### config.mk
export PLATFORM = sky130hd
export DESIGN_NAME = ifu_fetch
export DESIGN_NICKNAME = d
export VERILOG_FILES = /design/src/rtl/ifu_fetch.sv
export SDC_FILE = /design/constraint.sdc
export NUM_CORES = 1
export LEC_CHECK = 0
export BUFFER_PORTS_ARGS = -buffer_cell sky130_fd_sc_hd__buf_4
export CAP_MARGIN = 20
export CORE_MARGIN = 2
export CORE_UTILIZATION = 31
export DETAILED_ROUTE_END_ITERATION = 8
export GPL_ROUTABILITY_DRIVEN = 0
export HOLD_SLACK_MARGIN = 0.15
export PLACE_DENSITY = 0.59
export SETUP_SLACK_MARGIN = 0.1
export SYNTH_ARGS = -nofsm -noshare
export SYNTH_HDL_FRONTEND = slang
export SYNTH_SLANG_ARGS = --single-unit
export TNS_END_PERCENT = 30
### constraint.sdc
create_clock -name clk -period 1.8 [get_ports clk]
set_input_delay 0.18 -clock clk [delete_from_list [all_inputs] [get_ports clk]]
set_output_delay 0.18 -clock clk [all_outputs]
set_load 0.01 [all_outputs]
### src/rtl/ifu_fetch.sv
// Instruction-fetch stage: takes a PC, runs one single-beat read on the imem bus,
// and hands the word plus its PC to the decoder. One fetch in flight; flush-safe.
module ifu_fetch #(
  parameter int WIDTH     = 32,
  parameter int CNT_WIDTH = 32
) (
  input  logic                 clk,
  input  logic                 rst,
  input  logic [WIDTH-1:0]     pc,
  input  logic                 pc_valid,
  output logic                 pc_ready,
  input  logic                 flush,
  output logic                 mem_req_valid,
  output logic [WIDTH-1:0]     mem_req_addr,
  input  logic                 mem_req_ready,
  input  logic                 mem_rsp_valid,
  input  logic [WIDTH-1:0]     mem_rsp_data,
  input  logic                 mem_rsp_err,
  output logic                 inst_valid,
  output logic [WIDTH-1:0]     inst,
  output logic [WIDTH-1:0]     inst_pc,
  output logic                 inst_err,
  input  logic                 inst_ready,
  output logic [CNT_WIDTH-1:0] fetch_cnt
);

  // state | meaning
  // IDLE  | nothing in flight, ready for a PC
  // REQ   | read request presented, waiting for mem_req_ready
  // WAIT  | request accepted, waiting for the response
  // HOLD  | instruction presented to the decoder
  // DROP  | flushed fetch; swallow the stale response
  typedef enum logic [2:0] {IDLE, REQ, WAIT, HOLD, DROP} state_t;

  state_t               state_q, state_d;
  logic                 kill_q, kill_d;
  logic                 req_valid_q, req_valid_d;
  logic [WIDTH-1:0]     addr_q, addr_d;
  logic                 inst_valid_q, inst_valid_d;
  logic [WIDTH-1:0]     inst_q, inst_d;
  logic [WIDTH-1:0]     inst_pc_q, inst_pc_d;
  logic                 inst_err_q, inst_err_d;
  logic [CNT_WIDTH-1:0] fetch_cnt_q, fetch_cnt_d;
  logic                 accept;

  assign pc_ready = !flush && ((state_q == IDLE) || ((state_q == HOLD) && inst_ready));
  assign accept   = pc_valid && pc_ready;

  always_comb begin
    state_d      = state_q;
    kill_d       = kill_q;
    req_valid_d  = req_valid_q;
    addr_d       = addr_q;
    inst_valid_d = inst_valid_q;
    inst_d       = inst_q;
    inst_pc_d    = inst_pc_q;
    inst_err_d   = inst_err_q;
    fetch_cnt_d  = fetch_cnt_q;

    case (state_q)
      IDLE: ;
      REQ: begin
        // The request stays on the bus even when flushed; kill marks it stale.
        if (flush) kill_d = 1'b1;
        if (mem_req_ready) begin
          req_valid_d = 1'b0;
          state_d     = (kill_q || flush) ? DROP : WAIT;
        end
      end
      WAIT: begin
        if (mem_rsp_valid) begin
          if (flush) begin
            state_d = IDLE;
          end else begin
            inst_d       = mem_rsp_data;
            inst_err_d   = mem_rsp_err;
            inst_valid_d = 1'b1;
            state_d      = HOLD;
          end
        end else if (flush) begin
          kill_d  = 1'b1;
          state_d = DROP;
        end
      end
      DROP: begin
        if (mem_rsp_valid) begin
          kill_d  = 1'b0;
          state_d = IDLE;
        end
      end
      HOLD: begin
        if (flush) begin
          inst_valid_d = 1'b0;
          state_d      = IDLE;
        end else if (inst_ready) begin
          fetch_cnt_d  = fetch_cnt_q + CNT_WIDTH'(1);
          inst_valid_d = 1'b0;
          state_d      = IDLE;
        end
      end
      default: state_d = IDLE;
    endcase

    // Acceptance only happens from IDLE or a consumed HOLD, so it overrides the above.
    if (accept) begin
      addr_d    = pc;
      inst_pc_d = pc;
      if (pc[1:0] == 2'b00) begin
        req_valid_d  = 1'b1;
        inst_valid_d = 1'b0;
        state_d      = REQ;
      end else begin
        inst_d       = '0;
        inst_err_d   = 1'b1;
        inst_valid_d = 1'b1;
        state_d      = HOLD;
      end
    end
  end

  always_ff @(posedge clk) begin
    if (rst) begin
      state_q      <= IDLE;
      kill_q       <= 1'b0;
      req_valid_q  <= 1'b0;
      addr_q       <= '0;
      inst_valid_q <= 1'b0;
      inst_q       <= '0;
      inst_pc_q    <= '0;
      inst_err_q   <= 1'b0;
      fetch_cnt_q  <= '0;
    end else begin
      state_q      <= state_d;
      kill_q       <= kill_d;
      req_valid_q  <= req_valid_d;
      addr_q       <= addr_d;
      inst_valid_q <= inst_valid_d;
      inst_q       <= inst_d;
      inst_pc_q    <= inst_pc_d;
      inst_err_q   <= inst_err_d;
      fetch_cnt_q  <= fetch_cnt_d;
    end
  end

  assign mem_req_valid = req_valid_q;
  assign mem_req_addr  = addr_q;
  assign inst_valid    = inst_valid_q;
  assign inst          = inst_q;
  assign inst_pc       = inst_pc_q;
  assign inst_err      = inst_err_q;
  assign fetch_cnt     = fetch_cnt_q;

endmodule

Word-level counts from Yosys, hierarchy flattened
Index checks and enable logic that the tools add are counted.
- logic and storage cells: 73
- bits in registers: 103
- equal/unequal tests: 13
- muxes and demuxes: 36
- add/sub/neg operators: 1
- bitwise gates (word level): 1
- reduce and logical (&&, ||, !) cells: 14
- operators with widths (operator ; count):
    $mux 32 ; 5
    $add 32x1->32 const B ; 1
    $mux 3 ; 8
    $mux 1 ; 18
    $pmux 3 s5 ; 1
    $ne 3x3->1 const B ; 4
    $ne 4x4->1 const B ; 2
    $eq 3x2->1 const B ; 2
    $ne 2x2->1 const B ; 3
    $reduce_and 3->1 ; 2
    $reduce_bool 3->1 ; 2
    $reduce_and 5->1 ; 1
    $mux 2 ; 2
    $reduce_and 4->1 ; 1
    $eq 3x1->1 const B ; 1
    $eq 3x3->1 const B ; 1
    $logic_and 1x1->1 ; 3
    $logic_not 3->1 ; 1
    $pmux 1 s3 ; 1
    $logic_not 2->1 ; 1
    $logic_or 1x1->1 ; 2
    $pmux 1 s2 ; 1
    $logic_not 1->1 ; 1
    $not 1->1 ; 1

Longest topological paths before layout
Gate-level depths: netlist (run 1).
- depth in word-level cells: 7
- depth in mapped cells: 8
- gate-level depth less buffers: 5

Worst setup path before layout (run 1)
OpenSTA, ideal clock, no wires.
- path type: flip-flop to flip-flop
- from: register fetch_cnt_q[11] (netlist: fetch_cnt[11])
- to: register fetch_cnt_q[29] (netlist: fetch_cnt[29])
- library setup time: 0.123 ns
- data required time: 1.677 ns
- stages on the path, launching flop included: 6
- period minus slack after synthesis: 1.931 ns
- data arrival time: 1.808 ns
- path slack: -0.131 ns
- cells stage by stage: dfxtp_1 -> nand4_2 -> or4_4 -> buf_6 -> nor4_2 -> mux2_1
- longest elaborated chain between the ends: 1
- RTL lines (what ; line ; text):
    from (decl) ; 43 ; logic [CNT_WIDTH-1:0] fetch_cnt_q, fetch_cnt_d;
    from (signal assigned) ; 141 ; fetch_cnt_q <= fetch_cnt_d;
    $add 32x1->32 ; 96 ; fetch_cnt_d = fetch_cnt_q + CNT_WIDTH'(1);
Every way passes these cells.
A chain may end at the register's enable or synchronous reset.

Worst setup path in the final report (run 1)
- from: register fetch_cnt_q[7] (netlist: fetch_cnt[7])
- to: register fetch_cnt_q[23] (netlist: fetch_cnt[23])
Same word-level chain as after synthesis.

==> results of run 1 <==
==> critical path, stage by stage (launching register included) <==
cell     delay (ps)
dfxtp_4         350
nand4_1         100
or4_4           610
buf_8           170
nor3_2          190
mux2_4          320
==> worst paths after layout <==
check | startpoint | endpoint | slack [ps] | depth (start not counted)
worst max-delay path | fetch_cnt[7] | fetch_cnt[23] | -50 | 5
worst min-delay path | mem_req_ready | mem_req_valid | 200 | 4
worst max register to register | fetch_cnt[7] | fetch_cnt[23] | -50 | 5
worst min register to register | inst[0] | inst[0] | 460 | 2
==> timing repair <==
action	4_1_cts	5_1_grt
endpoints found under the hold margin	66	0
setup buffers	2	8
gates cloned	0	3
endpoints found under the setup margin	36	79
hold buffers	66	0
pin swaps	5	12
resized for setup	18	32
==> cells in the final DEF, fill, tap and decap left out, types with 3 or more instances in the layout <==
master         Yosys  routed
nand2_1          142     142
and3_1             4       3
nor2b_1            8       8
or2_2              5       5
o41ai_2            5       4
dlygate4sd3_1      0      66
xor2_1             7       7
or4_1              8       7
buf_6              2      11
nor2_1            20      18
o31ai_1            8       8
or3_1              4       4
o311ai_4           0       3
clkbuf_16          0      10
and4_1             4       3
nand3_1           13      11
mux2i_1            3       3
inv_1              7       7
mux2_4             0       4
dfxtp_2            0       8
dfxtp_1          103      87
nand3b_1           3       3
dfxtp_4            0       8
a21oi_1           79      78
buf_12             0       3
o21ai_0            9       9
nand4_1            9       9
nand2b_1           3       3
buf_4             32     247
==> power breakdown <==
part           switching, W  leakage, nW  internal, W
Clock              0.000899        0.149      0.00112
Combinational      0.000333         2.31     0.000406
Sequential        0.0000437        0.844      0.00232
==> area by class of cell <==
cell class	instances	area, sq um
multi-input combinational	381	2300
clock buffer	10	239
inverter	7	26.3
clock inverter	6	68.8
timing repair buffer	331	2760
fill	1306	6810
sequential	103	2100
tap	184	230
==> per-layer routing <==
metal  global-route usage  vias to the layer above  part of all wire
li1                     -                     2443                 -
met2                0.310                      156              0.50
met5                    0                        -                 0
met4               0.0821                        0             0.029
met3               0.0433                       35             0.057
met1                0.218                     2305              0.41
==> stage by stage <==
stage | power, W | instances | area (sq um) | worst slack, ps | util
2_1_floorplan | 0.00272 | 562 | 4650 | 65.7 | -
3_3_place_gp | 0.00301 | 927 | 6410 | -23.0 | 0.441
3_5_place_dp | 0.00302 | 927 | 6410 | -55.7 | 0.441
4_1_cts | 0.00518 | 1011 | 7500 | -9.16 | 0.516
5_1_grt | 0.00536 | 1022 | 7720 | -85.4 | 0.531
6_report | 0.00513 | 1022 | 7720 | -48.6 | 0.531
==> flip-flops by register name (all words and copies together), names as in the netlist <==
signal         flops
inst_err           1
fetch_cnt         32
mem_req_valid      1
inst              32
kill_q             1
state_q            3
inst_valid         1
inst_pc           32
==> cells by family after synthesis <==
kind of cell,after synthesis,synth area share
AO/OA/AOI/OAI,123,0.169
multiplexers,9,0.0212
adder cells (fa/ha/maj),1,0.00272
AND/OR/NAND/NOR,240,0.248
flip-flops,103,0.449
buffers and inverters,78,0.0956
XOR/XNOR,8,0.0152
==> results.ini, run 1 <==
[power]
vdd_drop_max_v=0.000457
power-per-cell-area_nw_per_um2=664
leakage_nw=3.31

[yosys]
yosys_warnings=0
synthTopCellsByCount=nand2_1, dfxtp_1, a21oi_1
synth_ff_type=dfxtp_1
synthArstFlopShare=0
syn_nets=635
ys_top_cells_by_area=dfxtp_1, nand2_1, a21oi_1
avgSynthCellArea_sq_um=8.18
yosys.area.top_type=dfxtp_1
synthesis.area_sq_um=4600
synthCells=562
synth-edff-count=0
synth_most_common_cell=nand2_1
synth_seq_area_share=0.449
ys_ff_latch=103
synth_cell_types=54
synth.top_cell.area_share=0.449

[detailed_routing]
detail_route.drc_violations=0
totalWireLength_mm=15.2
dr_total_vias=4939
dr.first_iter.drc_count=335
drt_pass1_iterations=6
ant_nets=0
viasPerCell=4.83
wl_per_cell_um=14.9

[timing]
period_share=1.03
post-route-min-period_ps=1850
fin_skew_ps=4.23
setup_viol=4
grt_setup_unrepaired=true
fin_tns_setup_ps=-118
slew_headroom=0.627
setup_ws_ps=-48.6
max_freq_mhz=541
hold_viol=0
slew_violations=0
worst_pin_slew_ps=559
whs_ps=200

[clocking]
clock_latency_ps=350
cts_buffers=9
ctsHtreeMaxLevel=3
clkSlewWorstSetupHoldPaths_ps=70
cts_tree=built
root_buffer=clkbuf_16
cts_max_path_buffers=2
cts.sinks=103

[layout]
antennaDiodeCount=0
layout.nets=906
area_growth_pct=68.0
layout-drive-gt1-share=0.408

[global_routing]
grt_first_pass_wirelength_mm=23.7
grt_usage=0.182
grt_max_degree=73
antenna_found_initial=0
grt_pass1_vias=4835
grt_overflow=0

[setup_path]
end_kind=register
worst_ep_arrival_time_ps=2090
cp-start-kind=register
required_ps=2040
critPathKind=register to register
crit_path_max_fanout=7

[run_status]
violations=negative setup slack
status=complete, but fails checks

[die]
dieArea_sq_um=15800
num_rows=44
core_area_sq_um=14500
start_util=0.316
fp.dieW_um=126
io_pins=204
die_h_um=126

[run]
drv_cap=0

[place]
hpwl_mm=9.69
portBuffers=203

[min_path]
hp-class=input pin to register

(Power assumes the default switching activity.)
==> run 2: changes to the inputs <==
- CELL_PAD_IN_SITES_DETAIL_PLACEMENT: not set -> 2
- CELL_PAD_IN_SITES_GLOBAL_PLACEMENT: not set -> 2
- CORE_UTILIZATION: 31 -> 23
- PLACE_DENSITY: 0.59 -> 0.75
==> results.ini, run 2 (synthesized netlist as in run 1, its figures left out) <==
[setup_path]
timing.rr.start=fetch_cnt[12]  ; was fetch_cnt[7]
crit_path_max_fanout=8  ; was 7
cp-start-kind=register  ; unchanged
r2r_slack_ps=-100  ; was -50 ps
rr_endpoint=fetch_cnt[28]  ; was fetch_cnt[23]
critPathKind=register to register  ; unchanged
end_kind=register  ; unchanged
worst_ep_arrival_time_ps=2140  ; was 2090 ps
required_ps=2040  ; about the same
rr_worst_depth=6  ; was 5

[global_routing]
antenna_found_initial=0  ; unchanged
grt_pass1_vias=5849  ; was 4835
grt_overflow=0  ; unchanged
grt_first_pass_wirelength_mm=32.0  ; was 23.7 mm
grt_max_degree=34  ; was 73
grt_usage=0.187  ; was 0.182

[clocking]
cts_buffers=9  ; unchanged
clkSlewWorstSetupHoldPaths_ps=80  ; was 70 ps
cts.sinks=103  ; unchanged
cts_tree=built  ; unchanged
cts_max_path_buffers=2  ; unchanged
root_buffer=clkbuf_16  ; unchanged
ctsHtreeMaxLevel=3  ; unchanged
clock_latency_ps=360  ; was 350 ps

[detailed_routing]
ant_nets=0  ; unchanged
wl_met1_mm=8.43  ; was 6.25 mm
met2WireLength_mm=12.3  ; was 7.66 mm
highest_layer=met4  ; unchanged
wl_per_cell_um=19.9  ; was 14.9 um
dr_total_vias=5223  ; was 4939
dr.first_iter.drc_count=136  ; was 335
totalWireLength_mm=22.3  ; was 15.2 mm
drt_pass1_iterations=4  ; was 6
route.met3.wl_mm=1.12  ; was 862 um
viasPerCell=4.67  ; was 4.83
detail_route.drc_violations=0  ; unchanged

[layout]
final_common_cell=buf_4  ; unchanged
register_area_sq_um=2110  ; was 2100 sq um
layout-drive-gt1-share=0.506  ; was 0.408
area_growth_pct=82.9  ; was 68.0%
final_cells=1118  ; was 1022
multi_input_area_sq_um=2650  ; was 2300 sq um
layout.nets=921  ; was 906
fill_cells=2118  ; was 1306
antennaDiodeCount=0  ; unchanged
final_cell_mix=buf_4, nand2_1, dfxtp_1  ; unchanged
final_area_sq_um=8410  ; was 7720 sq um

[die]
dieArea_sq_um=21100  ; was 15800 sq um
fp.dieW_um=145  ; was 126 um
start_util=0.235  ; was 0.316
io_pins=204  ; unchanged
num_rows=51  ; was 44
core_area_sq_um=19500  ; was 14500 sq um
die_h_um=145  ; was 126 um

[power]
vdd_drop_max_v=0.000426  ; was 0.000457 V
power-per-cell-area_nw_per_um2=623  ; was 664 nW/um^2
power.total_w=0.00524  ; was 0.00513 W
leakage_nw=3.58  ; was 3.31 nW

[timing]
setup_ws_ps=-97.0  ; was -48.6 ps
setup_viol=13  ; was 4
slew_violations=0  ; unchanged
period_share=1.05  ; was 1.03
max_freq_mhz=527  ; was 541 MHz
grt_setup_unrepaired=true  ; unchanged
worst_pin_slew_ps=396  ; was 559 ps
hold_viol=0  ; unchanged
whs_ps=206  ; was 200 ps
slew_headroom=0.736  ; was 0.627
post-route-min-period_ps=1900  ; was 1850 ps
fin_skew_ps=14.2  ; was 4.23 ps

[min_path]
hp-class=input pin to register  ; unchanged
hold_start=mem_req_ready  ; unchanged
whs_path_depth=4  ; unchanged
hold_end=mem_req_valid  ; unchanged

[run_status]
status=complete, but fails checks  ; unchanged
violations=negative setup slack  ; unchanged

[place]
hpwl_mm=12.9  ; was 9.69 mm
dpl_cell_area_sq_um=6540  ; was 6410 sq um
place_inst=1007  ; was 927
portBuffers=203  ; unchanged

[run]
drv_cap=0  ; unchanged

[run 2: changes by cell type in the layout (fill, tap and decap cells not counted), moves of 4 or more]
| cell | delta |
|---|---|
| a21oi_1 | -34 |
| a21oi_2 | +33 |
| buf_12 | +4 |
| buf_4 | +4 |
| clkbuf_16 | +5 |
| dfxtp_1 | -4 |
| mux2_4 | -4 |
| nand2_1 | -33 |
| nand2_2 | +10 |
| nand2_4 | +23 |
[run 2: final cells by class]
type                       instances  share of cell area
multi-input combinational        381               0.315
tap                              265              0.0394
sequential                       103               0.252
inverter                           7             0.00313
clock buffer                      10              0.0272
clock inverter                     6             0.00625
timing repair buffer             346               0.357
[run 2: report_power, final]
group	internal [W]	leakage (nW)	switching, W	total (W)
sequential	0.00232	0.847	0.0000501	0.00237
clock	0.000966	0.132	0.00103	0.00200
combinational	0.000451	2.60	0.000416	0.000868
total	0.00374	3.58	0.00150	0.00524
[run 2: routing by layer]
layer,track usage,vias up
li1,-,2475
met1,0.207,2563
met2,0.354,152
met3,0.0461,33
met4,0.0510,0
met5,0,-
[run 2: critical path, cell delays in order, from the launching register on]
cell and delay (ps):
dfxtp_4 380, nand4_4 110, or4_4 630, buf_6 170
buf_6 120, o311ai_4 230, o41ai_2 120
[run 2: how the worst max path moves through the flow]
stage                   from            end  slack (ps)  depth (start not counted)
6_report       fetch_cnt[12]  fetch_cnt[28]        -100                          6
5_1_grt        fetch_cnt[12]  fetch_cnt[19]        -130                          5
4_1_cts         fetch_cnt[7]  fetch_cnt[19]         -40                          5
3_5_place_dp    fetch_cnt[7]  fetch_cnt[25]        -100                          5
3_3_place_gp    fetch_cnt[7]  fetch_cnt[30]         -60                          4
2_1_floorplan     state_q[2]  fetch_cnt[26]          70                          7
[run 2: what timing repair did]
action | CTS | global route
setup endpoints to repair | 35 | 71
cloned | 2 | 8
pin swaps | 12 | 55
setup buffers | 6 | 12
hold buffers | 67 | 0
hold endpoints to repair | 67 | 0
gates resized for setup | 30 | 120
[run 2: through the flow]
stage	setup slack (ps)	util	setup TNS, ps
2_1_floorplan	65.7	-	0
3_3_place_gp	-61.6	0.335	-224
3_5_place_dp	-103	0.335	-605
4_1_cts	-40.9	0.393	-134
5_1_grt	-132	0.430	-1310
6_report	-97.0	0.430	-507
